**src/rtl/alu_ctrl_pkg.sv**
```systemverilog
// Shared definitions for the ALU arbitration controller: FSM state
// encoding, the ALU flag layout and small helpers.
package alu_ctrl_pkg;

    // Controller FSM states; only one command is ever in flight.
    typedef enum logic [1:0] {
        ST_IDLE  = 2'd0,
        ST_ISSUE = 2'd1,
        ST_WAIT  = 2'd2,
        ST_RESP  = 2'd3
    } state_e;

    // ALU flag vector, MSB first: {Arith, Logic, CMP, Shift}.
    typedef struct packed {
        logic arith;
        logic logic_op;
        logic cmp;
        logic shift;
    } alu_flags_t;

    // Requester that gets priority after the given one is served.
    function automatic logic other_id(input logic id);
        return ~id;
    endfunction

endpackage

```
**src/rtl/alu_arb_ctrl_rr_arb2.sv**
```systemverilog
// Two-requester round-robin grant: a lone valid requester always wins,
// on contention the priority pointer picks the winner. Grant is one-hot
// or all-zero when nobody is valid.
module rr_arb2 (
    input  logic       vld0,
    input  logic       vld1,
    input  logic       pri,
    output logic [1:0] gnt
);

    // Grant decode from the two valids and the priority pointer.
    always_comb begin
        gnt = 2'b00;
        if (vld0 && vld1) begin
            gnt = pri ? 2'b10 : 2'b01;
        end else if (vld0) begin
            gnt = 2'b01;
        end else if (vld1) begin
            gnt = 2'b10;
        end else begin
            gnt = 2'b00;
        end
    end

endmodule

```
**src/rtl/alu_arb_ctrl.sv**
```systemverilog
// Arbitrates two command requesters onto one shared ALU. A command is
// latched, launched with a one-cycle strobe, its result (or a timeout
// error) is held on the response port until the consumer takes it.
module alu_arb_ctrl
    import alu_ctrl_pkg::*;
#(
    parameter int DATA_WIDTH = 16,
    parameter int FUN_WIDTH  = 4,
    parameter int TIMEOUT    = 8
) (
    input  logic                  CLK,
    input  logic                  RST,
    input  logic [DATA_WIDTH-1:0] R0_A,
    input  logic [DATA_WIDTH-1:0] R0_B,
    input  logic [FUN_WIDTH-1:0]  R0_FUN,
    input  logic                  R0_VLD,
    output logic                  R0_RDY,
    input  logic [DATA_WIDTH-1:0] R1_A,
    input  logic [DATA_WIDTH-1:0] R1_B,
    input  logic [FUN_WIDTH-1:0]  R1_FUN,
    input  logic                  R1_VLD,
    output logic                  R1_RDY,
    output logic [DATA_WIDTH-1:0] ALU_A,
    output logic [DATA_WIDTH-1:0] ALU_B,
    output logic [FUN_WIDTH-1:0]  ALU_FUN,
    output logic                  ALU_EN,
    input  logic [DATA_WIDTH-1:0] ALU_OUT,
    input  logic [3:0]            ALU_FLAGS,
    input  logic                  ALU_OUT_VLD,
    output logic [DATA_WIDTH-1:0] RSP_DATA,
    output logic [3:0]            RSP_FLAGS,
    output logic                  RSP_ID,
    output logic                  RSP_ERR,
    output logic                  RSP_VLD,
    input  logic                  RSP_RDY
);

    // Counter only has to reach TIMEOUT-1.
    localparam int CNT_W = (TIMEOUT > 1) ? $clog2(TIMEOUT) : 1;
    localparam logic [CNT_W-1:0] CNT_LAST = CNT_W'(TIMEOUT - 32'sd1);
    localparam logic [CNT_W-1:0] CNT_ONE  = CNT_W'(32'd1);

    state_e                state_r, state_s;
    logic                  pri_r, pri_s;
    logic [CNT_W-1:0]      cnt_r, cnt_s;
    logic [DATA_WIDTH-1:0] alu_a_r, alu_a_s;
    logic [DATA_WIDTH-1:0] alu_b_r, alu_b_s;
    logic [FUN_WIDTH-1:0]  alu_fun_r, alu_fun_s;
    logic                  alu_en_r, alu_en_s;
    logic                  cmd_id_r, cmd_id_s;
    logic [DATA_WIDTH-1:0] rsp_data_r, rsp_data_s;
    alu_flags_t            rsp_flags_r, rsp_flags_s;
    logic                  rsp_id_r, rsp_id_s;
    logic                  rsp_err_r, rsp_err_s;
    logic                  rsp_vld_r, rsp_vld_s;
    logic [1:0]            gnt_s;
    logic                  acc0_s, acc1_s;

    rr_arb2 u_arb (
        .vld0 (R0_VLD),
        .vld1 (R1_VLD),
        .pri  (pri_r),
        .gnt  (gnt_s)
    );

    // Ready is offered only in IDLE, only to the granted requester, never in reset.
    always_comb begin
        R0_RDY = 1'b0;
        R1_RDY = 1'b0;
        if (!RST && (state_r == ST_IDLE)) begin
            R0_RDY = gnt_s[0];
            R1_RDY = gnt_s[1];
        end else begin
            R0_RDY = 1'b0;
            R1_RDY = 1'b0;
        end
    end

    assign acc0_s = R0_VLD & R0_RDY;
    assign acc1_s = R1_VLD & R1_RDY;

    // Next-state and next-register values; everything holds unless changed.
    always_comb begin
        state_s     = state_r;
        pri_s       = pri_r;
        cnt_s       = cnt_r;
        alu_a_s     = alu_a_r;
        alu_b_s     = alu_b_r;
        alu_fun_s   = alu_fun_r;
        alu_en_s    = 1'b0;
        cmd_id_s    = cmd_id_r;
        rsp_data_s  = rsp_data_r;
        rsp_flags_s = rsp_flags_r;
        rsp_id_s    = rsp_id_r;
        rsp_err_s   = rsp_err_r;
        rsp_vld_s   = rsp_vld_r;
        case (state_r)
            ST_IDLE: begin
                if (acc0_s) begin
                    alu_a_s   = R0_A;
                    alu_b_s   = R0_B;
                    alu_fun_s = R0_FUN;
                    cmd_id_s  = 1'b0;
                    pri_s     = other_id(1'b0);
                    alu_en_s  = 1'b1;
                    state_s   = ST_ISSUE;
                end else if (acc1_s) begin
                    alu_a_s   = R1_A;
                    alu_b_s   = R1_B;
                    alu_fun_s = R1_FUN;
                    cmd_id_s  = 1'b1;
                    pri_s     = other_id(1'b1);
                    alu_en_s  = 1'b1;
                    state_s   = ST_ISSUE;
                end else begin
                    state_s = ST_IDLE;
                end
            end
            ST_ISSUE: begin
                cnt_s   = '0;
                state_s = ST_WAIT;
            end
            ST_WAIT: begin
                // A result arriving on the final count still beats the timeout.
                if (ALU_OUT_VLD) begin
                    rsp_data_s  = ALU_OUT;
                    rsp_flags_s = alu_flags_t'(ALU_FLAGS);
                    rsp_err_s   = 1'b0;
                    rsp_id_s    = cmd_id_r;
                    rsp_vld_s   = 1'b1;
                    state_s     = ST_RESP;
                end else if (cnt_r == CNT_LAST) begin
                    rsp_data_s  = '0;
                    rsp_flags_s = '0;
                    rsp_err_s   = 1'b1;
                    rsp_id_s    = cmd_id_r;
                    rsp_vld_s   = 1'b1;
                    state_s     = ST_RESP;
                end else begin
                    cnt_s = cnt_r + CNT_ONE;
                end
            end
            ST_RESP: begin
                if (RSP_RDY) begin
                    rsp_vld_s = 1'b0;
                    state_s   = ST_IDLE;
                end else begin
                    state_s = ST_RESP;
                end
            end
            default: begin
                state_s = ST_IDLE;
            end
        endcase
    end

    // FSM state register.
    always_ff @(posedge CLK) begin
        if (RST) begin
            state_r <= ST_IDLE;
        end else begin
            state_r <= state_s;
        end
    end

    // Datapath and output registers; reset abandons any in-flight command.
    always_ff @(posedge CLK) begin
        if (RST) begin
            pri_r       <= 1'b0;
            cnt_r       <= '0;
            alu_a_r     <= '0;
            alu_b_r     <= '0;
            alu_fun_r   <= '0;
            alu_en_r    <= 1'b0;
            cmd_id_r    <= 1'b0;
            rsp_data_r  <= '0;
            rsp_flags_r <= '0;
            rsp_id_r    <= 1'b0;
            rsp_err_r   <= 1'b0;
            rsp_vld_r   <= 1'b0;
        end else begin
            pri_r       <= pri_s;
            cnt_r       <= cnt_s;
            alu_a_r     <= alu_a_s;
            alu_b_r     <= alu_b_s;
            alu_fun_r   <= alu_fun_s;
            alu_en_r    <= alu_en_s;
            cmd_id_r    <= cmd_id_s;
            rsp_data_r  <= rsp_data_s;
            rsp_flags_r <= rsp_flags_s;
            rsp_id_r    <= rsp_id_s;
            rsp_err_r   <= rsp_err_s;
            rsp_vld_r   <= rsp_vld_s;
        end
    end

    assign ALU_A     = alu_a_r;
    assign ALU_B     = alu_b_r;
    assign ALU_FUN   = alu_fun_r;
    assign ALU_EN    = alu_en_r;
    assign RSP_DATA  = rsp_data_r;
    assign RSP_FLAGS = rsp_flags_r;
    assign RSP_ID    = rsp_id_r;
    assign RSP_ERR   = rsp_err_r;
    assign RSP_VLD   = rsp_vld_r;

endmodule

```
**config.mk**
```make
export PLATFORM = sky130hd
export DESIGN_NAME = alu_arb_ctrl
export DESIGN_NICKNAME = d
export VERILOG_FILES = /design/src/rtl/alu_ctrl_pkg.sv /design/src/rtl/alu_arb_ctrl_rr_arb2.sv /design/src/rtl/alu_arb_ctrl.sv
export SDC_FILE = /design/constraint.sdc
export NUM_CORES = 1
export LEC_CHECK = 0
export BUFFER_PORTS_ARGS = -buffer_cell sky130_fd_sc_hd__buf_2
export CORE_ASPECT_RATIO = 1.5
export CORE_MARGIN = 2
export CORE_UTILIZATION = 50
export CTS_CLUSTER_SIZE = 10
export DETAILED_ROUTE_END_ITERATION = 10
export GPL_ROUTABILITY_DRIVEN = 1
export PLACE_DENSITY = 0.87
export SLEW_MARGIN = 20
export SYNTH_ARGS = -nofsm -noshare
export SYNTH_HDL_FRONTEND = slang
export SYNTH_HIERARCHICAL = 1
export SYNTH_SLANG_ARGS = --single-unit
```
**constraint.sdc**
```tcl
create_clock -name CLK -period 2.76 [get_ports CLK]
set_input_delay 0.138 -clock CLK [delete_from_list [all_inputs] [get_ports CLK]]
set_output_delay 0.138 -clock CLK [all_outputs]
set_load 0.1 [all_outputs]
```
Word level (Yosys, flattened, before mapping)
Index checks and enable logic that the tools add are counted.

word-level totals
  bits in registers = 67
  bits in latches = 0
  RAM bits = 0
  memory bits (read-only) = 0
  input port bits = 98
  memories kept = 0

operators by class
  $add $sub $neg = 1
  multipliers = 0
  div/mod/pow operators = 0
  $lt $le $gt $ge = 0
  equal/unequal tests = 8
  shift-type cells = 0
  muxes and demuxes = 38
  bitwise operators = 3
  reduce and logical (&&, ||, !) cells = 13

operators by type and width
  kind                   count
  $mux W16               6
  $mux W1                16
  $mux W4                4
  $mux W2                7
  $pmux W2 S4            1
  $reduce_bool A2 Y1     4
  $mux W3                2
  $ne A2 B2 Y1 const B   3
  $pmux W3 S2            1
  $reduce_and A3 Y1      2
  $eq A2 B2 Y1 const B   2
  $reduce_and A2 Y1      2
  $add A3 B1 Y3 const B  1
  $eq A3 B3 Y1 const B   1
  $ne A3 B3 Y1 const B   1
  $and A1 B1 Y1          2
  $eq A2 B1 Y1 const B   1
  $logic_and A1 B1 Y1    2
  $logic_not A2 Y1       1
  $pmux W1 S2            1
  $reduce_or A2 Y1       1
  $logic_not A1 Y1       1
  $not A1 Y1             1

Depth between registers and ports, before layout
Gate-level depths: netlist (run 1).

  word-level depth = 8
  mapped depth = 8

By module
The synthesis (run 1) kept the hierarchy.

modules (own cells, without submodules)
  module        times used  cells an instance  area each (um^2)  seq. area each (um^2)
  alu_arb_ctrl  1           373                3268.1            1341.3
  rr_arb2       1           3                  18.8              0.0

Worst setup path before layout (run 1)
No wires, ideal clock.

  kind = reg-to-reg
  start = reg state_r[1]
  end = reg alu_a_r[10] (netlist: ALU_A[10])
  setup time = 0.087 ns
  arrival = 1.746 ns
  data required time = 2.673 ns
  path slack = 0.927 ns
  stages on the path, launching flop included = 6
  cells stage by stage = dfxtp_1 > nor4b_2 > buf_2 > buf_2 > a32oi_1 > a221oi_2

on the way
  cells in the longest elaborated chain, start to end = 6
  elaborated cells on any way between the ends = 9
  those cells by class = mux: 3; bitwise: 2; reduce/logical: 4

ends and longest elaborated chain
  item                                 line                 source
  from (decl)                          alu_arb_ctrl.sv:43   state_e state_r, state_s;
  from (signal assigned)               alu_arb_ctrl.sv:162  state_r <= state_s;
  $logic_not A2 Y1 *                   alu_arb_ctrl.sv:70   if (!RST && (state_r == ST_IDLE)) begin
  $logic_and A1 B1 Y1 *                alu_arb_ctrl.sv:70
  $mux W1 *                            alu_arb_ctrl.sv:70
  via R0_RDY                           alu_arb_ctrl.sv:17   output logic R0_RDY,
  $and A1 B1 Y1 *                      alu_arb_ctrl.sv:79   assign acc0_s = R0_VLD & R0_RDY;
  $reduce_bool A2 Y1 (no source line)  -
  $reduce_and A2 Y1 (no source line)   -
  to (signal assigned)                 alu_arb_ctrl.sv:184  alu_a_r <= alu_a_s;
  to (decl)                            alu_arb_ctrl.sv:46   logic [DATA_WIDTH-1:0] alu_a_r, alu_a_s;

The timed path passes the listed nets; every way through them passes the cells marked *.
A chain may end at the register's enable or synchronous reset.

Final worst setup path (run 1)
  start = reg state_r[1]
  end = out R1_RDY

on the way
  cells in the longest elaborated chain, start to end = 3

ends and longest elaborated chain
  item                 line                source
  $logic_not A2 Y1     alu_arb_ctrl.sv:70
  $logic_and A1 B1 Y1  alu_arb_ctrl.sv:70
  $mux W1              alu_arb_ctrl.sv:70
  to (decl)            alu_arb_ctrl.sv:22  output logic R1_RDY,

No other way between the ends.

==> results.py, run 1 <==
metrics = {
    "critical_path": {
        "crit_fanout": 39,
        "start_kind": "flip-flop",
        "crit_arrival_ns": 2.34,
        "cp.required_ns": 2.62,
        "cp-end-kind": "primary output",
        "r2r_cells": 4,
        "worstPathCellList": "or4b_4 > clkinv_2 > buf_2",
        "worst-path-buf-inv": 2,
        "slowest_delay_ns": 0.61,
        "crit_family": "buffers and inverters",
        "cp_slowest_cell": "or4b_4",
        "critPathKind": "reg2out",
        "reg2reg_slack_ns": 0.71,
        "critical_path_depth": 3,
    },
    "synthesis": {
        "seq_area_frac_synth_pct": 40.8,
        "async_flop_share_pct": 0,
        "synth.area.top_cells": "dfxtp_1 41%, a221oi_2 11%, a32oi_1 6.9%",
        "synth_edf_count": 0,
        "yosysTopAreaCellShare_pct": 40.8,
        "synthFlopType": "dfxtp_1",
        "ys_ff_latch": 67,
        "syn_area_per_cell_um2": 8.74,
        "yosysUniqueCellTypes": 33,
        "syn_inst": 376,
        "synth_fp_nets": 476,
        "synth.yosys.warnings": 6,
        "synth.cell_area_um2": 3290,
        "synth_top_cell_by_area": "dfxtp_1",
    },
    "clock_network": {
        "cts_sinks": 67,
        "cts_root_buf": "clkbuf_8",
        "numCtsBuffers": 9,
        "cts_tree": "done",
        "clk-insertion-delay-late_ns": 0.35,
        "clkTransAtPathRegs_ns": 0.08,
        "cts-resized-gates": 0,
        "clock_path_buffers": 2,
        "htreeDepth": 3,
    },
    "sta": {
        "tightest_slew_ns": 0.759,
        "relSlewSlack_pct": 49.4,
        "timing.hold.ws_ns": 0.0309,
        "skew_ns": 0.00880,
        "hold_viol": 0,
        "setup_violations": 0,
        "rsz0062_at_grt": "false",
        "finalCritPeriodShare_pct": 89.9,
        "finalSetupTns_ns": 0,
        "min_period_ns": 2.48,
        "clock.fmax_mhz": 403,
        "drv_slew": 0,
    },
    "die": {
        "dieArea_um2": 7250,
        "coreArea_um2": 6440,
        "rows": 36,
        "start_util_pct": 51.0,
        "die_w_um": 70.2,
        "die_h_um": 103,
        "io_pins": 160,
    },
    "drt": {
        "drtAntennaViolNets": 0,
        "drcViolationCount": 0,
        "drt_wl_total_um": 9210,
        "wl_per_cell_um": 15.5,
        "drt_pass1_iterations": 5,
        "drtIter0Drc": 294,
        "vias": 3469,
        "drt-vias-per-instance": 5.84,
    },
    "layout": {
        "final_cell_mix": "158 x buf_2, 67 x dfxtp_1, 37 x inv_1",
        "nNetsFinal": 614,
        "drive_gt1_share_pct": 42.9,
        "nFillCells": 529,
        "antenna_cells": 0,
        "multiInputGateArea_um2": 1600,
        "area_growth_pct": 30.5,
        "regArea_um2": 1340,
        "final_common_cell": "buf_2",
    },
    "grt": {
        "grt_max_degree": 41,
        "grt_pass1_vias": 3271,
        "grt_pass1_wl_um": 14500,
        "overflow": 0,
        "antenna_found_initial": 0,
        "grt.total_usage_pct": 25.0,
    },
    "min_path": {
        "hold_class": "in2reg",
        "holdPathStages": 3,
    },
    "pwr": {
        "power_density_nw_per_um2": 661,
        "leakage_nw": 1.93,
        "vdd_drop_max_v": 0.000440,
    },
    "placed_design": {
        "port_buffers": 159,
        "gp_congestion": 0.817,
        "hpwl_um": 6400,
    },
    "status": {
        "outcome": "complete, no violations",
    },
    "job": {
        "cap_violations": 0,
    },
}
==> cells in the mapped netlist (all sizes together), types with 2 or more instances <==
library cell and count:
a21boi 2, a21oi 28, a221oi 25, a31o 11, a31oi 12, a32oi 26, buf 19, clkbuf 23
dfxtp 67, ha 2, inv 38, nand2 29, nand3 11, nand3b 2, nor2b 4, nor3 2
nor4b 2, nor4bb 2, o21ai 58, o21bai 5
==> sequential cells by signal (all words and copies together) (netlist names), 2 cells and up <==
signal,cells
cnt_r,3
ALU_B,16
state_r,2
ALU_A,16
RSP_FLAGS,4
ALU_FUN,4
RSP_DATA,16
==> metrics by stage <==
| stage | utilization, % | setup slack (ns) | instance area (um^2) | power [mW] | instances |
|---|---|---|---|---|---|
| 2_1_floorplan | - | 0.927 | 3290 | 1.80 | 376 |
| 3_3_place_gp | 63.1 | 0.690 | 4070 | 1.97 | 578 |
| 3_5_place_dp | 63.1 | 0.652 | 4070 | 1.99 | 578 |
| 4_1_cts | 66.6 | 0.266 | 4290 | 2.86 | 594 |
| 5_1_grt | 66.6 | 0.150 | 4290 | 2.95 | 594 |
| 6_report | 66.6 | 0.278 | 4290 | 2.84 | 594 |
==> cell type report <==
class,instances,area share (%)
flip-flops and latches,67,31.3
inverters,39,3.44
repair buffers,169,20.7
clock buffers,14,4.26
multi-input cells,228,37.4
well taps,76,2.22
clock inverters,1,0.700
==> where the power goes <==
group          switching [mW]  internal [mW]
Clock                   0.356          0.512
Combinational           0.684          0.204
Sequential             0.0461           1.03
Total                    1.09           1.75
==> kinds of logic after synthesis <==
group	share of synthesized area, %
compound gates	38.8
fa+ha+maj	0.761
buf+inv	10.7
flops	40.8
simple gates	9.02
==> worst register-to-register path: cells and delay by family, from the launching register on <==
kind,cells,cell delay [ns]
flip-flops,1,0.47
AND/OR/NAND/NOR,1,0.61
AO/OA/AOI/OAI,2,0.49
buffers and inverters,1,0.39
==> layer usage <==
metal | share of wire (%) | routed length [um] | vias to the layer above | global-route usage (%)
met2 | 50 | 4620 | 175 | 43.0
met3 | 8.0 | 734 | 27 | 5.91
li1 | - | - | 1657 | -
met4 | 3.1 | 288 | 0 | 14.8
met5 | 0 | 0 | - | 0
met1 | 39 | 3560 | 1610 | 28.3
==> final timing paths <==
path               endpoint  startpoint
setup / recovery     R1_RDY  state_r[1]
hold / removal     ALU_B[3]     R0_B[3]
setup reg to reg  ALU_A[12]  state_r[1]
hold reg to reg     RSP_VLD     RSP_VLD
==> repair_timing <==
item,4_1_cts,5_1_grt
hold buffers,1,0
setup buffers,0,0
setup endpoints to repair,0,0
hold endpoints to repair,1,0
No activity file was read; power rests on OpenSTA's default activity.
==> inputs of run 2 (changes only) <==
Settings changed: MAX_ROUTING_LAYER set to met4, SLEW_MARGIN 20 to 25.
==> run 2 against run 1 <==
Against the previous run: global-route usage up 0.63 points; maximum frequency down 0.47%; combinational power about the same; power up 0.21%; cell count unchanged; critical path type unchanged.
==> results.py, run 2 (synthesis results as in run 1) <==
metrics = {
    "layout": {
        "antenna_cells": 0,
        "drive_gt1_share_pct": 42.9,
        "final_cell_mix": "158 x buf_2, 67 x dfxtp_1, 37 x inv_1",
        "fin_util_pct": 66.6,
        "final_common_cell": "buf_2",
        "area_growth_pct": 30.5,
        "nNetsFinal": 614,
        "nFillCells": 529,
    },
    "clock_network": {
        "numCtsBuffers": 9,
        "htreeDepth": 3,
        "cts_tree": "done",
        "cts-resized-gates": 0,
        "cts_root_buf": "clkbuf_8",
        "clk-insertion-delay-late_ns": 0.35,
        "ctsHoldBuffers": 1,
        "clkTransAtPathRegs_ns": 0.07,
        "clock_path_buffers": 2,
        "post_cts_buffers": 0,
        "cts_sinks": 67,
    },
    "pwr": {
        "leakage_nw": 1.93,
        "switching_share_pct": 38.4,
        "internal-power_mw": 1.75,
        "power_density_nw_per_um2": 662,
        "combPwrFrac_pct": 31.3,
        "clkPwrFrac_pct": 30.7,
        "p_total_mw": 2.84,
        "switchingPower_mw": 1.09,
        "vdd_drop_max_v": 0.000445,
        "share_seq_of_total_power_pct": 38.0,
    },
    "drt": {
        "drt_wl_total_um": 9250,
        "drt-vias-per-instance": 5.92,
        "wl_per_cell_um": 15.6,
        "vias": 3517,
        "drtAntennaViolNets": 0,
        "drt_pass1_iterations": 5,
        "drtIter0Drc": 232,
        "drcViolationCount": 0,
    },
    "grt": {
        "antenna_found_initial": 0,
        "grt_pass1_wl_um": 14500,
        "overflow": 0,
        "grt_pass1_vias": 3277,
        "grt.total_usage_pct": 25.6,
        "grt_max_degree": 41,
    },
    "job": {
        "cap_violations": 0,
    },
    "die": {
        "coreArea_um2": 6440,
        "dieArea_um2": 7250,
        "start_util_pct": 51.0,
        "rows": 36,
        "die_h_um": 103,
        "die_w_um": 70.2,
        "io_pins": 160,
    },
    "sta": {
        "setup_violations": 0,
        "timing.hold.ws_ns": 0.0243,
        "skew_ns": 0.00847,
        "clock.fmax_mhz": 401,
        "finalSetupTns_ns": 0,
        "finalCritPeriodShare_pct": 90.4,
        "hold_viol": 0,
        "rsz0062_at_grt": "false",
        "relSlewSlack_pct": 49.8,
        "min_period_ns": 2.49,
        "tightest_slew_ns": 0.753,
        "drv_slew": 0,
        "finalWorstSetupSlack_ns": 0.266,
    },
    "placed_design": {
        "port_buffers": 159,
        "gp_congestion": 0.829,
        "hpwl_um": 6400,
        "place_ws_ns": 0.652,
    },
    "critical_path": {
        "crit_arrival_ns": 2.36,
        "reg2reg_slack_ns": 0.70,
        "cp-end-kind": "primary output",
        "start_kind": "flip-flop",
        "cp.required_ns": 2.62,
        "critPathKind": "reg2out",
        "crit_fanout": 39,
    },
    "min_path": {
        "hold_class": "in2reg",
    },
    "status": {
        "outcome": "complete, no violations",
    },
}
==> run 2: path summary, 6_finish.rpt <==
check | start | end | cells past startpoint
max | state_r[1] | R1_RDY | 3
min | R0_B[3] | ALU_B[3] | 3
max reg2reg | state_r[1] | ALU_A[6] | 4
min reg2reg | RSP_VLD | RSP_VLD | 2
==> run 2: worst max-delay path, cell delays in order (launching register included) <==
cell and delay [ns]:
dfxtp_1 0.47, or4b_4 0.61, clkinv_2 0.40, buf_2 0.52
==> run 2: layer usage <==
layer | part of all wire, % | vias up | global-route usage, %
met2 | 50 | 163 | 42.8
met5 | 0 | - | -
met3 | 6.7 | 30 | 4.94
met4 | 3.4 | 0 | 14.9
li1 | - | 1658 | -
met1 | 40 | 1666 | 28.7
==> run 2: area by class of cell <==
type / instances / area [um^2] / share of cell area [%]
clock buffers: 14 / 183 / 4.26
clock inverters: 1 / 30.0 / 0.700
inverters: 39 / 148 / 3.44
multi-input cells: 228 / 1600 / 37.4
flip-flops and latches: 67 / 1340 / 31.3
well taps: 76 / 95.1 / 2.22
repair buffers: 169 / 888 / 20.7
==> run 2: power groups by stage <==
stage	clock (mW)	combinational, mW	sequential [mW]
after global routing	0.929	0.932	1.09
final	0.873	0.888	1.08
after CTS	0.890	0.888	1.08
after floorplan	0	0.287	1.51
after detailed placement	0	0.885	1.10
after global placement	0	0.872	1.10
==> run 2: metrics by stage <==
| step | cells | cell area (um^2) |
|---|---|---|
| floorplan | 376 | 3290 |
| global placement | 578 | 4070 |
| detailed placement | 578 | 4070 |
| CTS | 594 | 4290 |
| global route | 594 | 4290 |
| finish | 594 | 4290 |
==> inputs of run 3 (changes only) <==
Settings changed: CORE_UTILIZATION 50 to 40, PLACE_DENSITY 0.87 to 0.72.
==> run 3 against run 2 <==
Against the previous run: wire length grew 4.0%; setup slack better by 0.026 ns; utilization decreased by 12 points; critical path type unchanged; largest power group is now clock.
==> results.py, run 3 (synthesis results as in run 1) <==
metrics = {
    "drt": {
        "drt_wl_total_um": 9630,
        "vias": 3401,
        "drtIter0Drc": 159,
        "drcViolationCount": 0,
        "wl_per_cell_um": 15.5,
        "drt_pass1_iterations": 6,
        "drtAntennaViolNets": 0,
        "drt-vias-per-instance": 5.47,
    },
    "die": {
        "die_w_um": 78.0,
        "io_pins": 160,
        "rows": 40,
        "dieArea_um2": 8970,
        "coreArea_um2": 8010,
        "die_h_um": 115,
        "start_util_pct": 41.0,
    },
    "grt": {
        "grt_pass1_vias": 3340,
        "antenna_found_initial": 0,
        "overflow": 0,
        "grt_pass1_wl_um": 15500,
        "grt.total_usage_pct": 21.9,
        "use_met3_pct": 5.89,
        "grt-busiest-layer": "met2",
        "grt_use_met1_pct": 25.1,
        "grt_max_degree": 64,
        "met2_usage_pct": 36.8,
    },
    "layout": {
        "nFillCells": 749,
        "regArea_um2": 1340,
        "nNetsFinal": 612,
        "fin_util_pct": 55.0,
        "final_cell_mix": "158 x buf_2, 67 x dfxtp_1, 37 x inv_1",
        "drive_gt1_share_pct": 42.6,
        "area_growth_pct": 34.0,
        "multiInputGateArea_um2": 1600,
        "antenna_cells": 0,
        "final_common_cell": "buf_2",
    },
    "placed_design": {
        "hpwl_um": 6590,
        "gp_congestion": 0.785,
        "place_ws_ns": 0.618,
        "port_buffers": 159,
    },
    "sta": {
        "drv_slew": 0,
        "finalSetupTns_ns": 0,
        "rsz0062_at_grt": "false",
        "finalCritPeriodShare_pct": 89.4,
        "min_period_ns": 2.47,
        "setup_violations": 0,
        "skew_ns": 0.00487,
        "clock.fmax_mhz": 405,
        "finalWorstSetupSlack_ns": 0.292,
        "hold_viol": 0,
        "tightest_slew_ns": 0.812,
        "relSlewSlack_pct": 45.9,
    },
    "job": {
        "cap_violations": 0,
    },
    "clock_network": {
        "cts_root_buf": "clkbuf_16",
        "htreeDepth": 3,
        "clk-insertion-delay-late_ns": 0.32,
        "post_cts_buffers": 0,
        "cts-resized-gates": 0,
        "cts_sinks": 67,
        "cts_tree": "done",
        "numCtsBuffers": 9,
        "clock_path_buffers": 2,
        "ctsHoldBuffers": 0,
        "clkTransAtPathRegs_ns": 0.05,
    },
    "pwr": {
        "switchingPower_mw": 1.12,
        "power_density_nw_per_um2": 712,
        "leakage_nw": 1.96,
        "combPwrFrac_pct": 28.2,
        "internal-power_mw": 2.01,
        "clkPwrFrac_pct": 37.2,
        "switching_share_pct": 35.9,
        "vdd_drop_max_v": 0.000392,
        "share_seq_of_total_power_pct": 34.6,
    },
    "min_path": {
        "hold_class": "in2reg",
    },
    "critical_path": {
        "crit_arrival_ns": 2.33,
        "cp.required_ns": 2.62,
        "cp-end-kind": "primary output",
        "critPathKind": "reg2out",
        "start_kind": "flip-flop",
        "cp_slowest_cell": "or4b_4",
        "crit_family": "buffers and inverters",
        "worst-path-buf-inv": 2,
        "slowest_delay_ns": 0.62,
        "worstPathCellList": "or4b_4 > clkinv_2 > buf_2",
        "crit_fanout": 39,
    },
    "status": {
        "outcome": "complete, no violations",
    },
}
## run 3: worst paths after layout
path	start	end	slack (ns)	cells past startpoint
min reg2reg	RSP_DATA[11]	RSP_DATA[11]	0.47	2
min	RSP_RDY	state_r[1]	0.04	2
max	state_r[1]	R1_RDY	0.29	3
max reg2reg	state_r[1]	ALU_A[2]	0.70	4
## run 3: layer usage
metal | share of wire, % | up-vias
met2 | 49 | 148
met4 | 2.0 | 0
met3 | 8.0 | 16
met5 | 0 | -
li1 | - | 1657
met1 | 41 | 1580
## run 3: power groups by stage
stage | clock network, mW | registers (mW) | logic (mW)
2_1_floorplan | 0 | 1.51 | 0.287
3_3_place_gp | 0 | 1.10 | 0.879
3_5_place_dp | 0 | 1.10 | 0.886
4_1_cts | 1.19 | 1.08 | 0.886
5_1_grt | 1.23 | 1.09 | 0.929
6_report | 1.17 | 1.09 | 0.885
## run 3: final cells by class
cell class | count | share of cell area (%)
clock inverters | 1 | 0.682
inverters | 39 | 3.35
multi-input cells | 228 | 36.4
well taps | 105 | 2.98
flip-flops and latches | 67 | 30.5
repair buffers | 167 | 19.8
clock buffers | 15 | 6.31
## run 3: per-stage QoR
stage	hold WS [ns]	std cells	power, mW	area [um^2]
final	0.0367	622	3.14	4400
after global routing	0.0303	622	3.25	4400
after CTS	0.0315	622	3.16	4400
after detailed placement	0.377	606	1.99	4100
after global placement	0.366	606	1.98	4100
after floorplan	0.248	376	1.80	3290
